**src/rtl/led_pkg.sv**
```systemverilog
// Shared types for the LED pattern generator: channel mode encoding and
// the channel-index width helper.
package led_pkg;

  localparam int MODE_W = 2;

  typedef enum logic [MODE_W-1:0] {
    OFF   = 2'd0,
    ON    = 2'd1,
    BLINK = 2'd2,
    PWM   = 2'd3
  } led_mode_e;

  // Channel index width; a single-channel build still gets a 1-bit index.
  function automatic int ch_w(input int n);
    return (n > 1) ? $clog2(n) : 1;
  endfunction

endpackage

```
**src/rtl/led_channel.sv**
```systemverilog
// One LED channel: config registers, phase counter, blink state, output flop.
// PWM duty register and comparator exist only when LED_PWM_EN is defined.
module led_channel
  import led_pkg::*;
#(
  parameter int PER_W = 10
) (
  input  logic             clk,
  input  logic             reset,
  input  logic             tick,
  input  logic             sync,
  input  logic             wr,
  input  logic [MODE_W-1:0] mode,
  input  logic [PER_W-1:0] period,
`ifdef LED_PWM_EN
  input  logic [PER_W-1:0] duty,
`endif
  output logic             led
);

  led_mode_e        mode_q;
  logic [PER_W-1:0] period_q;
  logic [PER_W-1:0] phase_q;
  logic             blink_q;
  logic [PER_W-1:0] last_phase;
  logic             running;
  logic             led_next;

`ifdef LED_PWM_EN
  logic [PER_W-1:0] duty_q;
  assign running = (mode_q == BLINK) || (mode_q == PWM);
`else
  assign running = (mode_q == BLINK);
`endif

  // A zero period behaves like period 1: the phase never leaves 0.
  assign last_phase = (period_q == '0) ? '0 : period_q - PER_W'(1);

  always_comb begin
    // NOTE: default assigned first so every path drives led_next; no latch.
    led_next = 1'b0;
    case (mode_q)
      ON:      led_next = 1'b1;
      BLINK:   led_next = blink_q;
`ifdef LED_PWM_EN
      PWM:     led_next = (period_q != '0) && (phase_q < duty_q);
`else
      PWM:     led_next = 1'b0;
`endif
      default: led_next = 1'b0;
    endcase
  end

  // NOTE: non-blocking assignments for all state so flops update together.
  always_ff @(posedge clk) begin
    if (reset) begin
      mode_q   <= OFF;
      period_q <= '0;
      phase_q  <= '0;
      blink_q  <= 1'b0;
      led      <= 1'b0;
`ifdef LED_PWM_EN
      duty_q   <= '0;
`endif
    end else begin
      led <= led_next;
      if (wr) begin
        mode_q   <= led_mode_e'(mode);
        period_q <= period;
        phase_q  <= '0;
        blink_q  <= 1'b0;
`ifdef LED_PWM_EN
        duty_q   <= duty;
`endif
      end else if (sync || !running) begin
        phase_q <= '0;
        blink_q <= 1'b0;
      end else if (tick) begin
        if (phase_q == last_phase) begin
          phase_q <= '0;
          if (mode_q == BLINK) blink_q <= ~blink_q;
        end else begin
          phase_q <= phase_q + PER_W'(1);
        end
      end
    end
  end

endmodule

```
**src/rtl/led_pattern_gen.sv**
```systemverilog
// Multi-channel LED pattern generator: shared tick prescaler, config handshake
// and NUM_CH led_channel instances. Define LED_PWM_EN to build PWM mode.
module led_pattern_gen
  import led_pkg::*;
#(
  parameter int NUM_CH   = 4,
  parameter int PRESCALE = 24_000,
  parameter int PER_W    = 10
) (
  input  logic                     clk,
  input  logic                     reset,
  input  logic                     cfg_valid,
  output logic                     cfg_ready,
  input  logic [ch_w(NUM_CH)-1:0]  cfg_ch,
  input  logic [MODE_W-1:0]        cfg_mode,
  input  logic [PER_W-1:0]         cfg_period,
  input  logic [PER_W-1:0]         cfg_duty,
  input  logic                     sync,
  output logic [NUM_CH-1:0]        led
);

  localparam int CH_W = ch_w(NUM_CH);
  localparam int PS_W = $clog2(PRESCALE);

  logic [PS_W-1:0]   ps_cnt;
  logic              tick;
  logic              busy_q;
  logic              accept;
  logic [NUM_CH-1:0] ch_wr;

  assign tick      = (ps_cnt == PS_W'(PRESCALE - 1));
  assign cfg_ready = ~reset & ~busy_q;
  assign accept    = cfg_valid & cfg_ready;

  always_ff @(posedge clk) begin
    if (reset) begin
      ps_cnt <= '0;
      busy_q <= 1'b0;
    end else begin
      busy_q <= accept;
      if (sync || tick) ps_cnt <= '0;
      else              ps_cnt <= ps_cnt + PS_W'(1);
    end
  end

`ifndef LED_PWM_EN
  logic unused_duty;
  assign unused_duty = ^cfg_duty;
`endif

  // Indices >= NUM_CH match no channel, so such writes only complete the handshake.
  for (genvar gi = 0; gi < NUM_CH; gi++) begin : g_ch
    assign ch_wr[gi] = accept && (cfg_ch == CH_W'(gi));

    led_channel #(.PER_W(PER_W)) u_ch (
      .clk    (clk),
      .reset  (reset),
      .tick   (tick),
      .sync   (sync),
      .wr     (ch_wr[gi]),
      .mode   (cfg_mode),
      .period (cfg_period),
`ifdef LED_PWM_EN
      .duty   (cfg_duty),
`endif
      .led    (led[gi])
    );
  end

endmodule

```
**config.mk**
```make
export PLATFORM = sky130hd
export DESIGN_NAME = led_pattern_gen
export DESIGN_NICKNAME = d
export VERILOG_FILES = /design/src/rtl/led_pkg.sv /design/src/rtl/led_channel.sv /design/src/rtl/led_pattern_gen.sv
export SDC_FILE = /design/constraint.sdc
export NUM_CORES = 1
export LEC_CHECK = 0
export CELL_PAD_IN_SITES_DETAIL_PLACEMENT = 0
export CELL_PAD_IN_SITES_GLOBAL_PLACEMENT = 2
export CORE_ASPECT_RATIO = 1.75
export CORE_UTILIZATION = 36
export CTS_CLUSTER_DIAMETER = 200
export DETAILED_ROUTE_END_ITERATION = 6
export PLACE_DENSITY = 0.85
export SLEW_MARGIN = 20
export SYNTH_ARGS = -nofsm -noshare
export SYNTH_HDL_FRONTEND = slang
export SYNTH_SLANG_ARGS = --single-unit
```
**constraint.sdc**
```tcl
create_clock -name clk -period 3.3 [get_ports clk]
set_input_delay 0.495 -clock clk [delete_from_list [all_inputs] [get_ports clk]]
set_output_delay 0.495 -clock clk [all_outputs]
set_load 0.02 [all_outputs]
```
==> results of run 1 <==
[logic make-up after synthesis]
family          after synthesis  share of synthesized area, %
mux                          10                         1.609
compound gates              139                         13.81
flops                       112                         35.61
xor+xnor                     71                         10.09
fa+ha+maj                    17                         3.378
buf+inv                      66                         4.331
simple gates                380                         31.17
[power breakdown]
part	switching, W	internal, W	leakage (nW)
sequential	0.0000172	0.00136	0.904
clock	0.000568	0.000537	0.145
combinational	0.000163	0.000111	1.42
total	0.000748	0.00201	2.47
[placed cells by master (no fill, tap or decap), types with 5 or more instances in the layout]
cell type,count
o21ai_0,20
dfxtp_1,112
or4_1,9
clkbuf_16,9
nand4_1,14
nand3_1,39
xor2_1,43
or3_1,13
nand3b_1,5
xnor2_1,27
or2_2,6
inv_1,25
nor2b_1,7
nor3b_1,7
nor3_1,45
a21oi_1,69
and3_1,24
nand2_1,128
clkdlybuf4s50_1,21
mux2i_1,9
nor4_1,7
o31ai_1,10
nor2_1,43
buf_4,5
and4_1,6
ha_1,17
[per-layer routing]
layer  global-route usage [%]  part of all wire (%)
met1                    20.30                    40
met2                    37.02                    57
met4                    5.238                  0.93
met3                    2.449                   1.6
met5                        0                     0
[stage by stage]
step	worst slack [ns]	instance area [sq um]	utilization, %	total power, W
after detailed placement	0.3084	6655	39.09	0.001687
final	0.3105	6947	40.80	0.002760
after global routing	0.02427	6947	40.80	0.002873
after floorplan	0.6449	6297	-	0.001596
after CTS	0.2888	6947	40.80	0.002800
after global placement	0.3018	6655	39.09	0.001683
[worst register-to-register path, stage by stage (launching register included)]
cell	delay (ns)
dfxtp_1	0.37
inv_1	0.08
ha_1	0.24
or3b_1	0.47
or4_1	0.52
and3_1	0.19
a2111oi_2	0.19
and4_1	0.27
and3_1	0.42
nor3_1	0.10
[state kept, by name, indices dropped and copies added (netlist names)]
register	cells
ps_cnt	15
g_ch.u_ch.blink_q	4
g_ch.u_ch.led	4
g_ch.u_ch.mode_q	8
g_ch.u_ch.phase_q	40
g_ch.u_ch.period_q	40
busy_q	1
[cell type report]
type | count | area, sq um
clock buffers | 9 | 225.2
clock inverters | 7 | 66.31
fillers | 1815 | 10080
inverters | 25 | 93.84
multi-input cells | 617 | 3782
flip-flops and latches | 112 | 2242
well taps | 227 | 284.0
repair buffers | 27 | 252.7
[path summary, 6_finish.rpt]
kind | endpoint | slack (ns) | start
max reg2reg | g_ch[0].u_ch.phase_q[6] | 0.31 | g_ch[0].u_ch.period_q[0]
max | g_ch[0].u_ch.phase_q[6] | 0.31 | g_ch[0].u_ch.period_q[0]
min reg2reg | ps_cnt[0] | 0.47 | ps_cnt[0]
min | ps_cnt[0] | 0.47 | ps_cnt[0]
==> results, run 1 <==
- The most common cell type on the critical path is and3_1.
- For this run, the slowest stage of the critical path takes between 0.5 and 0.6 ns.
- The top fanout value on the critical path is 10.
- The number of global-route vias before repair is roughly 5,400.
- The routed wire length is 15,750 um.
- The area share of the largest cell type after synthesis is between 30% and 40%.
- For this run, the register share of the synthesized area comes to between 30% and 40%.
- The run finished with clean final reports.
- The endpoint class of the critical path is a flop.
- The H-tree depth is 3.
- Compared with the post-synthesis result, the final layout area differs by 10.31%.
- The slowest stage of the critical path belongs to the cell or4_1.
- The most used standard cell by instance count after synthesis is nand2_1.
- The die covers 0.01805 sq mm.
- Cells with a size suffix above 1 make up 4.768% of the layout.
- The count of unique library cells instantiated by Yosys is 63.
- The number of rows created at floorplan is between 60 and 70.
- The cell count after synthesis is a little under 800.
- The number of antenna violations at the first check in global routing is 0.
- The count of final hold-check violations is 0.
- The final critical path time including I/O delays and setup is approximately 3 ns.
- In the finished design, the share of the clock period the worst path needs comes to between 90 and 100%.
- The worst-margin pin slew is 0.5486 ns.
- The yosys synthesis warning count is 0.
- The cell sitting at the root of the clock tree is a clkbuf_16.
- The total leakage power is between 2 and 2.5 nW.
- Averaged over all synthesized cells, the footprint is between 7 and 8 sq um.
- The net count of the mapped netlist is 840.
- The instance count along the most critical hold path is 1.
- STA classifies the critical path startpoint as a flop.
- The critical path class is reg -> reg.
- In this run the remaining antenna-violating nets after routing total 0.
- The initial detailed-routing violation count is 170.
- The vertical extent of the die is between 150 and 200 um.
- Max-cap violations in this run came to 0.
- The congestion estimate from routability-driven global placement came to 0.7986.
- The setup skew after layout is 0.009530 ns.
- The buffer depth of the longest clock path is 2.
- The total instance count after detailed placement is 1,008.
- The highest clock rate is between 300 and 400 MHz.
- The critical path depth is 9.
- Measured against its own limit, the worst slew margin works out to around 62%.
- The dominant register cell in the synthesized netlist is dfxtp_1.
- The ratio of routed vias to standard cells is 5.316.
- By area the synthesized netlist is led by dfxtp_1, nand2_1, xor2_1.
- For the final routed database, the setup TNS stands at 0 ns.
- The maximum vdd drop is around 220 uV.
- The power per standard cell area is a little under 400 mW/mm^2.
- Setup repair after global routing left no endpoint under its margin.
- By count the netlist is led by nand2_1, dfxtp_1, a21oi_1.
- The filler-free cell count of the finished design is about 1,000.
- The synthesis-stage register bit count is around 110.
- The class of the tightest hold or removal check is reg -> reg.
- The count of boundary I/O pins is 33.
- 0 antenna diodes ended up in the layout.
- After detailed routing, the average wire length per cell comes to around 15 um.
- The cell area after synthesis is 0.006297 sq mm.
- The pin count of the biggest net entering global routing is 53.
- After clock tree synthesis, the repair step resized 0 gates.
- The data arrival time at the worst-slack endpoint is around 3.2 ns.
- The kind of cell with the highest combined delay along the critical path is simple AND/OR/NAND/NOR gates.
- The clock-pin transition on the worst setup and hold timing paths is approximately 0.08 ns.
- The number of port buffers is 22.
- The critical path buffer and inverter count is 1.
- The clock net in this run drives a total of ~110 sinks.
- Clock tree synthesis inserted a total of 9 buffers.
- The net count of the finished layout is about 840.
- Traced cell by cell, the critical path runs through inv_1 > ha_1 > or3b_1 > or4_1 > and3_1 > a2111oi_2 > and4_1 > and3_1 > nor3_1.
- Across every metal layer, demand over resource in global routing totals 18.86%.
- The cts-stage hold buffer count is 0.
- The final count of pins violating max slew is 0.
- TritonCTS built the clock tree.
- The total of endpoints with negative setup slack in the final report is 0.
- The HPWL after detailed placement is roughly 12,000 um.
- For this configuration, the core starts out at a cell density of a little under two fifths.
- In this run the post-CTS setup repair buffer count came out at 0.
- The number of iterations in the first detailed-routing pass is 4.
- Of all cell types, the one taking the most synthesized area is dfxtp_1.
- From left edge to right edge, the die measures 102.0 um.
- The clock latency at the later pin of the worst-skew pair is roughly 0.36 ns.
- Detailed routing inserted a total of ~5,400 vias.
- Across all hold checks on the routed design, the worst slack comes to 0.4726 ns.
- STA puts the critical path data required time at 3.52 ns.
- The number of enable-type register cells in the synthesized netlist is 0.
- The first-pass GRT wire length is around 26,000 um.
- The proportion of synthesized flip-flops having asynchronous set or reset is 0%.
- After floorplanning, the core was sized to cover roughly 0.017 sq mm.
- Summed over all layers, the global routing overflow is 0.
- In the routed design, unresolved DRC markers number 0.
- The worst reg2reg path depth is 9.
Power figures use the tool's default switching activity.
==> run 2, diff against run 1 <==
==> constraint.sdc (replaced) <==
create_clock -name clk -period 3.3 [get_ports clk]
set_input_delay 0.825 -clock clk [delete_from_list [all_inputs] [get_ports clk]]
set_output_delay 0.825 -clock clk [all_outputs]
set_load 0.02 [all_outputs]
==> run 2 against run 1 <==
  * Clock-buffer cell count increased by 1
  * Setup slack got worse by 0.026 ns
  * Combinational power about the same
  * Register-to-register slack got worse by 0.03 ns
  * Clock skew increased by 0.0032 ns
  * Cell area increased by 0.27%
  * Global-route usage decreased by 0.39 points
  * Critical path depth unchanged
  * Total power increased by 0.33%
  * Utilization increased by 0.11 points
  * Largest cell class unchanged
  * Highest routed layer unchanged
==> results, run 2 (synthesized netlist as in run 1, its figures left out) <==
- The area growth from synthesis to final layout is 10.61%.
- The top fanout value on the critical path is 10 (unchanged).
- The overall global routing resource usage is 18.47% (-0.39 points).
- The weighted congestion reported at the end of routability-driven placement is 0.8096 (+1.4%).
- The number of remaining DRC errors is 0 (unchanged).
- The endpoint of the worst-slack reg-to-reg timing path is g_ch[0].u_ch.phase_q[5].
- The final sum of negative setup slack came to 0 ns (unchanged).
- The power per standard cell area was 397.5 mW/mm^2 (about the same).
- The setup path with the least slack is of type reg -> reg.
- Setup repair after global routing left no endpoint under its margin.
- The total vias in the final route was 5,526 (+1.5%).
- Leaving out fill and tap cells, the most frequent cells in the layout are nand2_1, dfxtp_1, a21oi_1.
- The count of boundary I/O pins is 33 (unchanged).
- The buffer depth of the longest clock path is 2 (unchanged).
- The clock latency at the later pin of the worst-skew pair is 0.36 ns (about the same).
- The maximum vdd drop is 229.5 uV (+2.5%).
- The ratio of routed vias to standard cells is 5.396 (+1.5%).
- The worst reg2reg path depth came to 9 (unchanged).
- In this run the worst hold path is classified as reg -> reg.
- The end point of the most critical hold path is g_ch[1].u_ch.blink_q.
- The count of buffers added by post-CTS timing repair for setup was 0 (unchanged).
- The total of endpoints with negative setup slack in the final report was 0 (unchanged).
- The final critical path time including I/O delays and setup is 3.015 ns (+0.02558 ns).
- The data arrival time at the worst-slack endpoint is 3.24 ns (+0.03 ns).
- The full die area is 0.01805 sq mm (unchanged).
- The die outline width was 102.0 um (unchanged).
- The count of final hold-check violations is 0 (unchanged).
- TritonCTS built the clock tree.
- The post-route clock period utilization is 91.37% (+0.78 points).
- The TritonCTS buffer count is 9 (unchanged).
- The H-tree depth is 3 (unchanged).
- The start of the worst register-to-register path is g_ch[0].u_ch.period_q[0].
- The instance area at placement is 0.006655 sq mm (unchanged).
- The initial detailed-routing violation count came to 142 (-16%).
- The number of antenna violations at the first check in global routing was 0 (unchanged).
- The vertical extent of the die is 177.0 um (unchanged).
- The worst endpoint required time is 3.53 ns (about the same).
- The placed wire-length estimate after detailed placement is 12,050 um (+0.31%).
- The setup skew after layout is 0.01276 ns (+0.003230 ns).
- The number of clock sinks is 112 (unchanged).
- The source of the worst hold timing path is g_ch[1].u_ch.blink_q.
- The endpoint class of the critical path is a flop.
- The number of nets with antenna violations after routing is 0 (unchanged).
- The total grt overflow is 0 (unchanged).
- The average wire per cell in the routed design is 15.39 um (about the same).
- The number of iterations in the first detailed-routing pass was 4 (unchanged).
- The commonest non-fill, non-tap cell in the layout is nand2_1.
- The summed area of non-filler cells in the final layout is 0.006965 sq mm (+0.27%).
- The standard cell core area is 0.01703 sq mm (unchanged).
- The pin count of the biggest net entering global routing is 53 (unchanged).
- STA classifies the critical path startpoint as a flop.
- The number of port buffers was 22 (unchanged).
- The post-CTS resize count was 0 (unchanged).
- The worst-margin pin slew is 0.7355 ns (+0.1868 ns).
- The clock tree root driver cell is clkbuf_16.
- The net count of the finished layout was 837 (unchanged).
- The largest registers in the layout are g_ch.u_ch.period_q x40, g_ch.u_ch.phase_q x40, ps_cnt x15.
- The total inserted antenna cells is 0 (unchanged).
- The clock-pin transition on the worst setup and hold timing paths was 0.08 ns (about the same).
- The worst-case headroom to the max-slew limit was 50.52% (-12 points).
- The total leakage power is 2.474 nW (+0.12%).
- The flow ran to the end, and the final reports show no timing, DRC or antenna violations.
- The number of global-route vias before repair came to 5,360 (-0.87%).
- The max-cap check violation count is 0 (unchanged).
- The first-pass GRT wire length is 25,990 um (-1.7%).
- The highest clock rate is 331.7 MHz (-0.85%).
- The instance count along the most critical hold path is 2 (+1).
- The final count of pins violating max slew came to 0 (unchanged).
- The routed wire length was 15,760 um (about the same).
- The effective utilization at floorplan came to 36.99% (unchanged).
- The number of rows created at floorplan is 63 (unchanged).
- The share of final-layout standard cells stronger than drive strength 1 came to 4.768% (unchanged).
- The cts-stage hold buffer count is 0 (unchanged).
- The setup slack of the most critical reg-to-reg path is 0.28 ns (-0.03 ns).
==> run 2: changes by cell type in the layout (fill, tap and decap cells not counted), sizes merged <==
cell | before | now
clkbuf | 9 | 10
clkinv | 1 | 3
clkinvlp | 0 | 1
inv | 31 | 27
==> run 2: cell type report <==
type                            count  area [sq um]
Clock buffer                       10         239.0
Clock inverter                      6         71.32
Fill cell                        1806         10060
Inverter                           25         93.84
Multi-Input combinational cell    617          3782
Sequential cell                   112          2242
Tap cell                          227         284.0
Timing Repair Buffer               27         252.7
==> run 2: per-stage QoR <==
| step | hold slack, ns | total power, W | setup slack, ns | cells | util [%] |
|---|---|---|---|---|---|
| floorplan | 0.4299 | 0.001596 | 0.6449 | 795 | - |
| global placement | 0.4447 | 0.001682 | 0.3438 | 1008 | 39.09 |
| detailed placement | 0.4521 | 0.001686 | 0.2962 | 1008 | 39.09 |
| CTS | 0.4709 | 0.002808 | 0.2599 | 1024 | 40.91 |
| global route | 0.5028 | 0.002878 | 0.05602 | 1024 | 40.91 |
| finish | 0.4675 | 0.002769 | 0.2849 | 1024 | 40.91 |
==> run 2: power by group <==
| group | internal, W | switching [W] |
|---|---|---|
| Combinational | 0.000110 | 0.000163 |
| Clock | 0.000559 | 0.000556 |
| Sequential | 0.00136 | 0.0000173 |
==> run 2: worst max path at each step <==
stage | slack, ns | start | to | depth (start not counted)
6_report | 0.28 | g_ch[0].u_ch.period_q[0] | g_ch[0].u_ch.phase_q[5] | 9
2_1_floorplan | 0.64 | g_ch[0].u_ch.period_q[0] | g_ch[0].u_ch.phase_q[0] | 11
3_5_place_dp | 0.30 | g_ch[0].u_ch.period_q[0] | g_ch[0].u_ch.phase_q[3] | 9
3_3_place_gp | 0.34 | g_ch[0].u_ch.period_q[0] | g_ch[0].u_ch.phase_q[3] | 9
4_1_cts | 0.26 | g_ch[0].u_ch.period_q[0] | g_ch[0].u_ch.phase_q[5] | 9
5_1_grt | 0.06 | g_ch[1].u_ch.period_q[0] | g_ch[1].u_ch.phase_q[7] | 9
==> run 2: worst max-delay path, stage by stage (launching register included) <==
cell,delay [ns]
dfxtp_1,0.38
inv_1,0.08
ha_1,0.24
or3b_1,0.48
or4_1,0.53
and3_1,0.20
a2111oi_2,0.18
and4_1,0.28
and3_1,0.43
nor3_1,0.10
==> run 2: routing by layer <==
metal  vias up  global-route usage [%]  share of wire (%)
li1       2813                       -                  -
met1      2602                   19.35                 40
met5         -                       0                  0
met3        31                   2.133                2.1
met2        80                   34.84                 54
met4         0                   9.821                4.4
